--- src/rtl/bit_deser_if.sv ---
// Serial-bit input and parallel-word output bundle for bit_deser.
// The TB/driver side uses modport master; the deserializer uses modport slave.
interface bit_deser_if #(
  parameter int WIDTH = 8
);
  logic             bit_in;
  logic             bit_vld;
  logic             sof;
  logic             word_rdy;
  logic [WIDTH-1:0] word_data;
  logic             word_vld;
  logic             par_err;
  logic             ovf;

  modport master (
    output bit_in, bit_vld, sof, word_rdy,
    input  word_data, word_vld, par_err, ovf
  );

  modport slave (
    input  bit_in, bit_vld, sof, word_rdy,
    output word_data, word_vld, par_err, ovf
  );
endinterface

--- src/rtl/bit_deser.sv ---
// Serial-to-parallel deserializer: MSB-first frames aligned by sof, one-entry output register.
// Define BIT_DESER_PARITY_EN to append an even-parity bit to each frame and report par_err.
//
// state | meaning
// IDLE  | waiting for sof; bits without sof are ignored
// SHIFT | assembling a frame; count 0 means the next bit starts a new frame
module bit_deser #(
  parameter int WIDTH = 8
) (
  input  logic        clk,
  input  logic        reset,
  bit_deser_if.slave  bus
);
  localparam int CW = $clog2(WIDTH + 1);
  localparam logic [0:0] IDLE  = 1'b0;
  localparam logic [0:0] SHIFT = 1'b1;
  localparam logic [CW-1:0] CNT_LAST = CW'(WIDTH - 1);
`ifdef BIT_DESER_PARITY_EN
  localparam logic [CW-1:0] CNT_PAR = CW'(WIDTH);
`endif

  logic [0:0]       state_q, state_d;
  logic [CW-1:0]    cnt_q, cnt_d;
  logic [WIDTH-1:0] shreg_q, shreg_d;
  logic [WIDTH-1:0] data_q, data_d;
  logic             vld_q, vld_d;
  logic             par_q, par_d;
  logic             ovf_q, ovf_d;

  logic             done;
  logic [WIDTH-1:0] shifted;
  logic [WIDTH-1:0] word_new;
  logic             par_new;

  assign shifted = {shreg_q[WIDTH-2:0], bus.bit_in};

  always_comb begin
    state_d  = state_q;
    cnt_d    = cnt_q;
    shreg_d  = shreg_q;
    data_d   = data_q;
    vld_d    = vld_q;
    par_d    = par_q;
    ovf_d    = ovf_q;
    done     = 1'b0;
    word_new = shifted;
    par_new  = 1'b0;

    if (bus.bit_vld) begin
      if (bus.sof) begin
        // sof always restarts, even on what would have been the completing bit
        shreg_d = {{(WIDTH-1){1'b0}}, bus.bit_in};
        cnt_d   = CW'(1);
        state_d = SHIFT;
      end else if (state_q == SHIFT) begin
`ifdef BIT_DESER_PARITY_EN
        if (cnt_q == CNT_PAR) begin
          done     = 1'b1;
          word_new = shreg_q;
          par_new  = (^shreg_q) ^ bus.bit_in;
          cnt_d    = '0;
        end else begin
          shreg_d = shifted;
          cnt_d   = cnt_q + CW'(1);
        end
`else
        shreg_d = shifted;
        if (cnt_q == CNT_LAST) begin
          done  = 1'b1;
          cnt_d = '0;
        end else begin
          cnt_d = cnt_q + CW'(1);
        end
`endif
      end
    end

    if (done) begin
      if (!vld_q || bus.word_rdy) begin
        data_d = word_new;
        par_d  = par_new;
        vld_d  = 1'b1;
      end else begin
        ovf_d = 1'b1;
      end
    end else if (vld_q && bus.word_rdy) begin
      vld_d = 1'b0;
    end
  end

  always_ff @(posedge clk) begin
    if (reset) begin
      state_q <= IDLE;
      cnt_q   <= '0;
      shreg_q <= '0;
      data_q  <= '0;
      vld_q   <= 1'b0;
      par_q   <= 1'b0;
      ovf_q   <= 1'b0;
    end else begin
      state_q <= state_d;
      cnt_q   <= cnt_d;
      shreg_q <= shreg_d;
      data_q  <= data_d;
      vld_q   <= vld_d;
      par_q   <= par_d;
      ovf_q   <= ovf_d;
    end
  end

  assign bus.word_data = data_q;
  assign bus.word_vld  = vld_q;
  assign bus.par_err   = par_q;
  assign bus.ovf       = ovf_q;
endmodule

--- src/flat_wrapper.sv ---
// flat-port wrapper written by rule: the top's interface ports become plain ports
module bit_deser_flat 
#(
  parameter int WIDTH = 8
)
  (clk, reset, bus_bit_in, bus_bit_vld, bus_sof, bus_word_rdy, bus_word_data, bus_word_vld, bus_par_err, bus_ovf);
  bit_deser_if #(.WIDTH(WIDTH)) bus_i ();
  input  logic clk;
  input  logic reset;
  input wire logic [$bits(bus_i.bit_in)-1:0] bus_bit_in;
  input wire logic [$bits(bus_i.bit_vld)-1:0] bus_bit_vld;
  input wire logic [$bits(bus_i.sof)-1:0] bus_sof;
  input wire logic [$bits(bus_i.word_rdy)-1:0] bus_word_rdy;
  output wire logic [$bits(bus_i.word_data)-1:0] bus_word_data;
  output wire logic [$bits(bus_i.word_vld)-1:0] bus_word_vld;
  output wire logic [$bits(bus_i.par_err)-1:0] bus_par_err;
  output wire logic [$bits(bus_i.ovf)-1:0] bus_ovf;
  assign bus_i.bit_in = bus_bit_in;
  assign bus_i.bit_vld = bus_bit_vld;
  assign bus_i.sof = bus_sof;
  assign bus_i.word_rdy = bus_word_rdy;
  assign bus_word_data = bus_i.word_data;
  assign bus_word_vld = bus_i.word_vld;
  assign bus_par_err = bus_i.par_err;
  assign bus_ovf = bus_i.ovf;
  bit_deser #(.WIDTH(WIDTH)) u_core (.clk(clk), .reset(reset), .bus(bus_i));
endmodule
--- config.mk ---
export PLATFORM = sky130hd
export DESIGN_NAME = bit_deser_flat
export DESIGN_NICKNAME = d
export VERILOG_FILES = /design/src/rtl/bit_deser_if.sv /design/src/rtl/bit_deser.sv /design/src/flat_wrapper.sv
export SDC_FILE = /design/constraint.sdc
export NUM_CORES = 1
export LEC_CHECK = 0
export ABC_AREA = 1
export CORE_MARGIN = 2
export CORE_UTILIZATION = 45
export DETAILED_ROUTE_END_ITERATION = 10
export GPL_TIMING_DRIVEN = 1
export PLACE_DENSITY = 0.72
export RECOVER_POWER = 50
export SETUP_SLACK_MARGIN = 0.3
export SLEW_MARGIN = 20
export SYNTH_ARGS = -nofsm -noshare
export SYNTH_HDL_FRONTEND = slang
export SYNTH_SLANG_ARGS = --single-unit
--- constraint.sdc ---
create_clock -name clk -period 1.2 [get_ports clk]
set_input_delay 0.3 -clock clk [delete_from_list [all_inputs] [get_ports clk]]
set_output_delay 0.3 -clock clk [all_outputs]
set_load 0.1 [all_outputs]
* Word level (Yosys, flattened, before mapping)
Cells that the tools add are included.
** Storage, ports and cells
- Memories :: 0
- Bits in latches :: 0
- Memory bits (writable) :: 0
- ROM bits :: 0
- Logic and storage cells :: 32
- Flip-flop bits (word level) :: 22
** Cells by class
- Reduce and logical (&&, ||, !) cells :: 10
- Add/sub/neg operators :: 1
- Mux-type cells :: 12
- Shift operators :: 0
- Multiply operators :: 0
- Equal/unequal tests :: 2
- Order comparisons :: 0
- Divide/modulo/power cells :: 0
- Bitwise gates (word level) :: 1
** Operators with widths (number)
- $mux 7 :: 2
- $mux 4 :: 3
- $reduce_and 2->1 :: 5
- $mux 1 :: 7
- $add 4x1->4 const B :: 1
- $eq 4x3->1 const B :: 1
- $reduce_bool 2->1 :: 2
- $ne 2x2->1 const B :: 1
- $logic_and 1x1->1 :: 1
- $logic_not 1->1 :: 1
- $logic_or 1x1->1 :: 1
- $not 1->1 :: 1

* Logic depth before layout (Yosys ltp)
Gate-level depths: netlist of the first run.
- Word-level depth :: 7
- Depth in mapped cells :: 7

* Least setup slack after synthesis of the first run
OpenSTA, ideal clock, no wires.
- Path type :: register to register
- Start point :: register u_core.vld_q, in the netlist u_core.bus.word_vld
- End point :: register u_core.data_q[2], in the netlist u_core.bus.word_data[2]
- Path slack :: -0.611 ns
- Period minus slack after synthesis :: 1.811 ns
- Cell stages (with the launch flop) :: 8
- Arrival time :: 1.701 ns
- Data required time :: 1.090 ns
- Buffers on the path :: 0
- Cells stage by stage :: dfxtp_1 -> inv_1 -> nor2_1 -> clkinv_1 -> nand2_4 -> nand2_1 -> inv_1 -> nor2_2
** Between the ends
- Cells in the longest elaborated chain, start to end :: 3
** RTL lines
- start: declaration :: RTL line bit_deser.sv:26 : logic vld_q, vld_d;
- start signal: assignment :: RTL line bit_deser.sv:105 : vld_q <= vld_d;
- $logic_not 1->1 :: RTL line bit_deser.sv:79 : if (!vld_q || bus.word_rdy) begin
- $logic_or 1x1->1 :: RTL line bit_deser.sv:79
- $reduce_and 2->1 (no source line)
- end signal: assignment :: RTL line bit_deser.sv:104 : data_q <= data_d;
- end: declaration :: RTL line bit_deser.sv:25 : logic [WIDTH-1:0] data_q, data_d;
Every way passes these cells.
A chain may end at the register's enable or synchronous reset.

* Final worst setup path of the first run
- Start point :: register u_core.cnt_q[0]
- End point :: register u_core.data_q[6], in the netlist u_core.bus.word_data[6]
** Between the ends
- Cells in the longest elaborated chain, start to end :: 6
** RTL lines
- start: declaration :: RTL line bit_deser.sv:23 : logic [CW-1:0] cnt_q, cnt_d;
- start signal: assignment :: RTL line bit_deser.sv:102 : cnt_q <= cnt_d;
- $eq 4x3->1 :: RTL line bit_deser.sv:68 : if (cnt_q == CNT_LAST) begin
- $mux 1 :: RTL line bit_deser.sv:68
- $mux 1 :: RTL line bit_deser.sv:55 : end else if (state_q == SHIFT) begin
- $mux 1 :: RTL line bit_deser.sv:50 : if (bus.sof) begin
- $mux 1 :: RTL line bit_deser.sv:49 : if (bus.bit_vld) begin
- $reduce_and 2->1 (no source line)
Every way passes these cells.

==> results.ini, run 1 <==
[finish]
drive_above_1_share_pct=39.7
diodes=0
area_growth_pct=57.1
utilization_pct=77.2
num-fill-cells=139
nets=182

[logic_synthesis]
synth_flop_cell=dfxtp_1
synth_edf_count=0
yosysWarnings=0
synth_top_area_cell=dfxtp_1
synthArstFlopShare_pct=0
synth_most_common_cell=nand2_1
syn_area_um2=983
synth_top_area_share_pct=44.8
synth_common_cells=nand2_1 (38), inv_1 (32), dfxtp_1 (22), nor2_1 (13), a21oi_1 (12)
ys_types=19
ys_seq_elements=22
synth_area_per_cell_um2=6.78
synth_seq_area_share_pct=44.8
syn-num-nets=152
synthTopCellsByArea=dfxtp_1 (45%), nand2_1 (15%), inv_1 (12%), a21oi_1 (6.1%), nand3_1 (5.1%)
postSynthCellCount=145

[worst_setup_path]
ff2ff_setup_slack_ps=30
cp_num_buf_inv=0
crit_chain=ha_4, nand3_4, nor2_2, nand3_1, nand2_1, nor2_1
cp-end-kind=flip-flop
cp_slowest_cell=dfxtp_2
r2r_start=u_core.cnt_q[0]$_SDFFE_PP0P_
max_stage_delay_ps=380
cp_top_family=simple AND/OR/NAND/NOR gates
cp_max_fo=5
crit_arrival_ps=1400
critPathLaunch=u_core.cnt_q[0]$_SDFFE_PP0P_
crit_cells=6
worstPathRequired_ps=1430
rr_worst_depth=6
setup.worst_path.end=u_core.bus.word_data[6]$_SDFFE_PP0P_
worstSetupStartpointType=flip-flop
crit_type=flip-flop to flip-flop
reg2reg_to=u_core.bus.word_data[6]$_SDFFE_PP0P_

[routing]
drtIter0Drc=18
wire_per_inst_um=12.1
drtAntennaViolNets=0
vias=987
drt-vias-per-instance=4.91
drt_first_pass_iters=4
wirelength_mm=2.43
drc=0

[timing]
finalMaxSlewViolations=0
setup_viol=0
final_hold_viol_count=0
period_share_pct=97.6
fmax_mhz=854
rsz0062_at_grt=yes
whs_ps=465
postLayoutSetupSlackWorst_ps=28.9
skew_ps=3.23
finalSetupTns_ps=0
finalCriticalPeriod_ps=1170

[run_status]
status=complete, no violations

[min_path]
hold_path_class=primary input to flip-flop

[grt]
grt_pass1_wl_mm=4.11
grt_pass1_vias=980
track_usage_pct=21.2
overflow=0
grt_max_degree=13
antenna_found_initial=0

[clock_tree]
htree_levels=1
root_buffer=clkbuf_4
cts.sinks=22
clock_latency_ps=310
clk_transition_reported_paths_ps=120
cts_hold_buf=0
cts-buffers-inserted=3
tritoncts=built
cts_buffer_depth=2

[floorplan]
row_count=16
core_area_um2=2000
initial_core_util_pct=49.1
dieArea_um2=2580
die_x_um=50.8
pin_count=17
die_y_um=50.8

[placement]
port_buffers=15
place_ws_ps=-411
dp_hpwl_mm=1.62
gp_congestion=0.860

[power]
ir_worst_vdd_v=0.000753
power_density_nw_per_um2=824
p_leak_nw=0.623

[flow_run]
drv_cap=0

## routing by layer
metal / vias up / GRT usage [%] / share of wire, %
met5: - / 0 / 0
met3: 7 / 3.27 / 3.7
li1: 493 / - / -
met1: 455 / 23.5 / 41
met4: 0 / 12.6 / 2.8
met2: 32 / 37.7 / 52
## stage by stage
step | cells | instance area, µm² | power, mW
finish | 201 | 1550 | 1.27
global route | 201 | 1550 | 1.32
CTS | 199 | 1520 | 1.27
detailed placement | 192 | 1400 | 0.854
global placement | 192 | 1400 | 0.851
floorplan | 145 | 1060 | 0.800
## where the power goes
part,internal (mW),switching (mW),leakage (nW)
sequential,0.716,0.0103,0.188
clock,0.186,0.229,0.0210
combinational,0.0534,0.0787,0.414
total,0.955,0.318,0.623
## worst min-delay path by stage
| stage | cells past startpoint | end | from | slack [ps] |
|---|---|---|---|---|
| finish | 3 | u_core.cnt_q[0]$_SDFFE_PP0P_ | bus_sof | 460 |
| global route | 3 | u_core.cnt_q[0]$_SDFFE_PP0P_ | bus_sof | 460 |
| CTS | 2 | u_core.shreg_q[6]$_SDFFE_PP0P_ | u_core.shreg_q[6]$_SDFFE_PP0P_ | 480 |
| detailed placement | 2 | u_core.shreg_q[6]$_SDFFE_PP0P_ | u_core.shreg_q[6]$_SDFFE_PP0P_ | 460 |
| global placement | 2 | u_core.shreg_q[1]$_SDFFE_PP0P_ | u_core.shreg_q[0]$_SDFFE_PP0P_ | 450 |
| floorplan | 1 | u_core.cnt_q[0]$_SDFFE_PP0P_ | reset | 360 |
## logic make-up (layout without fill, tap and decap cells)
kind of cell             Yosys count  in the layout  share of synthesized area, %
flip-flops                        22             22                          44.8
buffers and inverters             37             65                          14.6
AO/OA/AOI/OAI                     17             17                          8.78
adder cells (fa/ha/maj)            1              1                          1.27
other                              1              1                         0.381
AND/OR/NAND/NOR                   67             68                          30.2
## timing repair
action / in CTS / in global routing
pin swaps: 10 / 2
endpoints found under the setup margin: 32 / 31
buffers inserted: 1 / 2
gates resized for setup: 30 / 9
cloned: 2 / 0
endpoints found under the hold margin: 0 / 0
## area by class of cell
| cell class | instances | area, µm² | area share [%] |
|---|---|---|---|
| multi-input cells | 87 | 503 | 32.6 |
| flip-flops and latches | 22 | 485 | 31.4 |
| repair buffers | 27 | 350 | 22.7 |
| inverters | 34 | 136 | 8.83 |
| clock buffers | 4 | 36.3 | 2.35 |
| well taps | 27 | 33.8 | 2.19 |
## sequential cells by signal, summed over array words and instances, names as in the netlist
name and cells:
u_core.bus.word_data 8, u_core.shreg_q 7, u_core.bus.word_vld 1, u_core.bus.ovf 1, u_core.state_q 1, u_core.cnt_q 4
## layout by cell type (no fill, tap or decap), drive strengths merged
master         synthesis  final
a31oi                  1      1
nand4                  1      1
clkdlybuf4s50          0      2
clkbuf                 1      5
nand2                 39     39
inv                   32     32
dfxtp                 22     22
conb                   1      1
ha                     1      1
clkinv                 2      2
buf                    2     21
dlygate4sd2            0      3
a21oi                 12     12
nand3                 12     12
nor2                  15     16
o21ai                  4      4
## worst register-to-register path: stages (launching register included)
cell,delay [ps]
dfxtp_2,380
ha_4,150
nand3_4,100
nor2_2,220
nand3_1,110
nand2_1,80
nor2_1,40
Power figures use the tool's default switching activity.
==> run 2: changes to the inputs <==
Settings changed: ABC_CLOCK_PERIOD_IN_PS from default to 1200.
==> results of run 2 <==
No change in the layout: final DEF, timing and power equal those of run 1.
==> run 3: changes to the inputs <==
Settings changed: ABC_CLOCK_PERIOD_IN_PS 1200 to 1100, CORE_UTILIZATION 45 to 50, CTS_CLUSTER_DIAMETER from default to 60, GPL_TIMING_DRIVEN 1 to default, PLACE_DENSITY 0.72 to 0.76.
Clock period 1.2 ns to 1.1 ns, I/O delays scaled along.
==> run 3 against run 2 <==
Net effect: clock skew about the same; combinational power rose by 45%; setup slack lost 290 ps; routed wire length is 61% higher; hold slack got worse by 79 ps; global-route usage rose by 4.3 points; sequential share of layout area is 3.4 points lower; critical path type unchanged; the run now ends with setup timing left; utilization grew 14 points; die area fell by 9.2%; fmax is 14% lower; clock power fell by 2%.
==> results.ini, run 3 (synthesis results as in run 1) <==
[run_status]
status=finished with violations  ; was complete, no violations
violations=setup timing

[clock_tree]
clock_latency_ps=330  ; was 310 ps
tritoncts=built  ; unchanged
cts_buffer_depth=2  ; unchanged
cts_hold_buf=0  ; unchanged
cts.sinks=22  ; unchanged
clk_transition_reported_paths_ps=120  ; about the same
cts-buffers-inserted=3  ; unchanged
root_buffer=clkbuf_4  ; unchanged
htree_levels=1  ; unchanged

[finish]
largest_reg_flops=8  ; unchanged
layout_commonest_cell=inv_1
area_growth_pct=76.8  ; was 57.1%
nets=190  ; was 182
utilization_pct=91.4  ; was 77.2%
drive_above_1_share_pct=54.9  ; was 39.7%
num-fill-cells=69  ; was 139
fin_area_um2=1740  ; was 1550 µm²
mostFrequentLayoutCells=inv_1 (26), nand2_1 (17), nand2_2 (15)  ; was nand2_1 (29), inv_1 (29), nor2_1 (11), buf_12 (11), dfxtp_4 (11)
diodes=0  ; unchanged

[worst_setup_path]
ff2ff_setup_slack_ps=-270  ; was 30 ps
critPathLaunch=u_core.cnt_q[0]$_SDFFE_PP0P_  ; unchanged
cp_max_fo=5  ; unchanged
crit_type=flip-flop to flip-flop  ; unchanged
r2r_start=u_core.cnt_q[0]$_SDFFE_PP0P_  ; unchanged
reg2reg_to=u_core.bus.word_data[7]$_SDFFE_PP0P_  ; was u_core.bus.word_data[6]$_SDFFE_PP0P_
worstSetupStartpointType=flip-flop  ; unchanged
cp-end-kind=flip-flop  ; unchanged
worstPathRequired_ps=1360  ; was 1430 ps
rr_worst_depth=7  ; was 6
setup.worst_path.end=u_core.bus.word_data[7]$_SDFFE_PP0P_  ; was u_core.bus.word_data[6]$_SDFFE_PP0P_
crit_arrival_ps=1620  ; was 1400 ps

[placement]
dp_hpwl_mm=1.62  ; about the same
placed_area_um2=1430  ; was 1400 µm²
gp_congestion=0.816  ; was 0.860
port_buffers=15  ; unchanged

[routing]
routed.top_layer=met4  ; unchanged
drtAntennaViolNets=0  ; unchanged
vias=1173  ; was 987
drt-vias-per-instance=5.61  ; was 4.91
met2_length_mm=1.93  ; was 1.27 mm
drt_first_pass_iters=4  ; unchanged
wirelength_mm=3.89  ; was 2.43 mm
wl_met1_mm=1.41  ; was 995 µm
drc=0  ; unchanged
wire_per_inst_um=18.6  ; was 12.1 µm
drtIter0Drc=64  ; was 18
wl_met3_um=315  ; was 90 µm

[grt]
overflow=0  ; unchanged
grt_pass1_vias=1090  ; was 980
grt_pass1_wl_mm=4.73  ; was 4.11 mm
grt_max_degree=13  ; unchanged
antenna_found_initial=0  ; unchanged
track_usage_pct=25.5  ; was 21.2%

[floorplan]
die_y_um=48.4  ; was 50.8 µm
dieArea_um2=2340  ; was 2580 µm²
row_count=16  ; unchanged
die_x_um=48.4  ; was 50.8 µm
core_area_um2=1900  ; was 2000 µm²
initial_core_util_pct=51.7  ; was 49.1%
pin_count=17  ; unchanged

[timing]
rsz0062_at_grt=yes  ; unchanged
finalCriticalPeriod_ps=1370  ; was 1170 ps
setup_viol=21  ; was 0
whs_ps=386  ; was 465 ps
final_hold_viol_count=0  ; unchanged
fmax_mhz=732  ; was 854 MHz
period_share_pct=124  ; was 97.6%
finalMaxSlewViolations=0  ; unchanged
skew_ps=3.51  ; was 3.23 ps
postLayoutSetupSlackWorst_ps=-265  ; was 28.9 ps
finalSetupTns_ps=-2410  ; was 0 ps

[power]
ir_worst_vdd_v=0.000870  ; was 0.000753 V
power_density_nw_per_um2=800  ; was 824 nW/µm²
p_leak_nw=0.761  ; was 0.623 nW
power_mw=1.39  ; was 1.27 mW

[flow_run]
drv_cap=0  ; unchanged

[min_path]
hold_path_class=primary input to flip-flop  ; unchanged

## run 3: changes by cell type in the layout (fill, tap and decap cells not counted), moves of 3 or more
cell	previous run	this run
inv_2	2	5
a21oi_1	7	2
nand2_2	6	15
buf_6	1	7
nand2_4	4	8
a21oi_2	5	10
inv_1	29	26
nand2_1	29	17
## run 3: what timing repair did
item / 4_1_cts / 5_1_grt
pin swaps: 11 / 17
resized for setup: 36 / 38
setup buffers: 3 / 2
endpoints found under the setup margin: 32 / 31
hold endpoints to repair: 0 / 0
gates cloned: 3 / 1
## run 3: final cells by class
class                           instances  area, µm²  area share [%]
Timing Repair inverter                  1       3.75           0.216
Inverter                               34        146            8.42
Clock inverter                          1       3.75           0.216
Multi-Input combinational cell         88        621            35.7
Clock buffer                            3       22.5            1.29
Tap cell                               27       33.8            1.94
Timing Repair Buffer                   33        422            24.2
Sequential cell                        22        487            28.0
## run 3: worst max-delay path, cell delays in order (launching register included)
cell and delay (ps):
dfxtp_4 390, ha_4 150, nand3_4 120, nor2_4 210
nand2_2 130, nand2_1 110, inv_1 60, nor2_1 130
## run 3: stage by stage
stage / worst slack, ps / instances
after detailed placement: -418 / 196
after floorplan: -65.3 / 145
after global placement: -384 / 196
after CTS: -72.5 / 206
after global routing: -352 / 209
final: -265 / 209
## run 3: power breakdown
part | internal [mW] | switching, mW | total, mW
logic | 0.0775 | 0.114 | 0.191
registers | 0.781 | 0.0134 | 0.794
clock network | 0.134 | 0.273 | 0.407
## run 3: routing by layer
layer | global-route usage, % | up-vias
li1 | - | 513
met1 | 29.1 | 543
met2 | 44.9 | 88
met3 | 4.63 | 29
met4 | 14.3 | 0
met5 | 0 | -
## run 3: how the worst min path moves through the flow
stage                                         startpoint                              to  slack, ps  depth (start not counted)
after CTS                                          reset     u_core.state_q$_SDFFE_PP0P_        390                          2
after detailed placement  u_core.shreg_q[6]$_SDFFE_PP0P_  u_core.shreg_q[6]$_SDFFE_PP0P_        460                          2
after floorplan                                    reset    u_core.cnt_q[0]$_SDFFE_PP0P_        340                          1
after global placement    u_core.shreg_q[6]$_SDFFE_PP0P_  u_core.shreg_q[6]$_SDFFE_PP0P_        440                          2
final                                              reset     u_core.state_q$_SDFFE_PP0P_        390                          2
after global routing                               reset     u_core.state_q$_SDFFE_PP0P_        370                          2
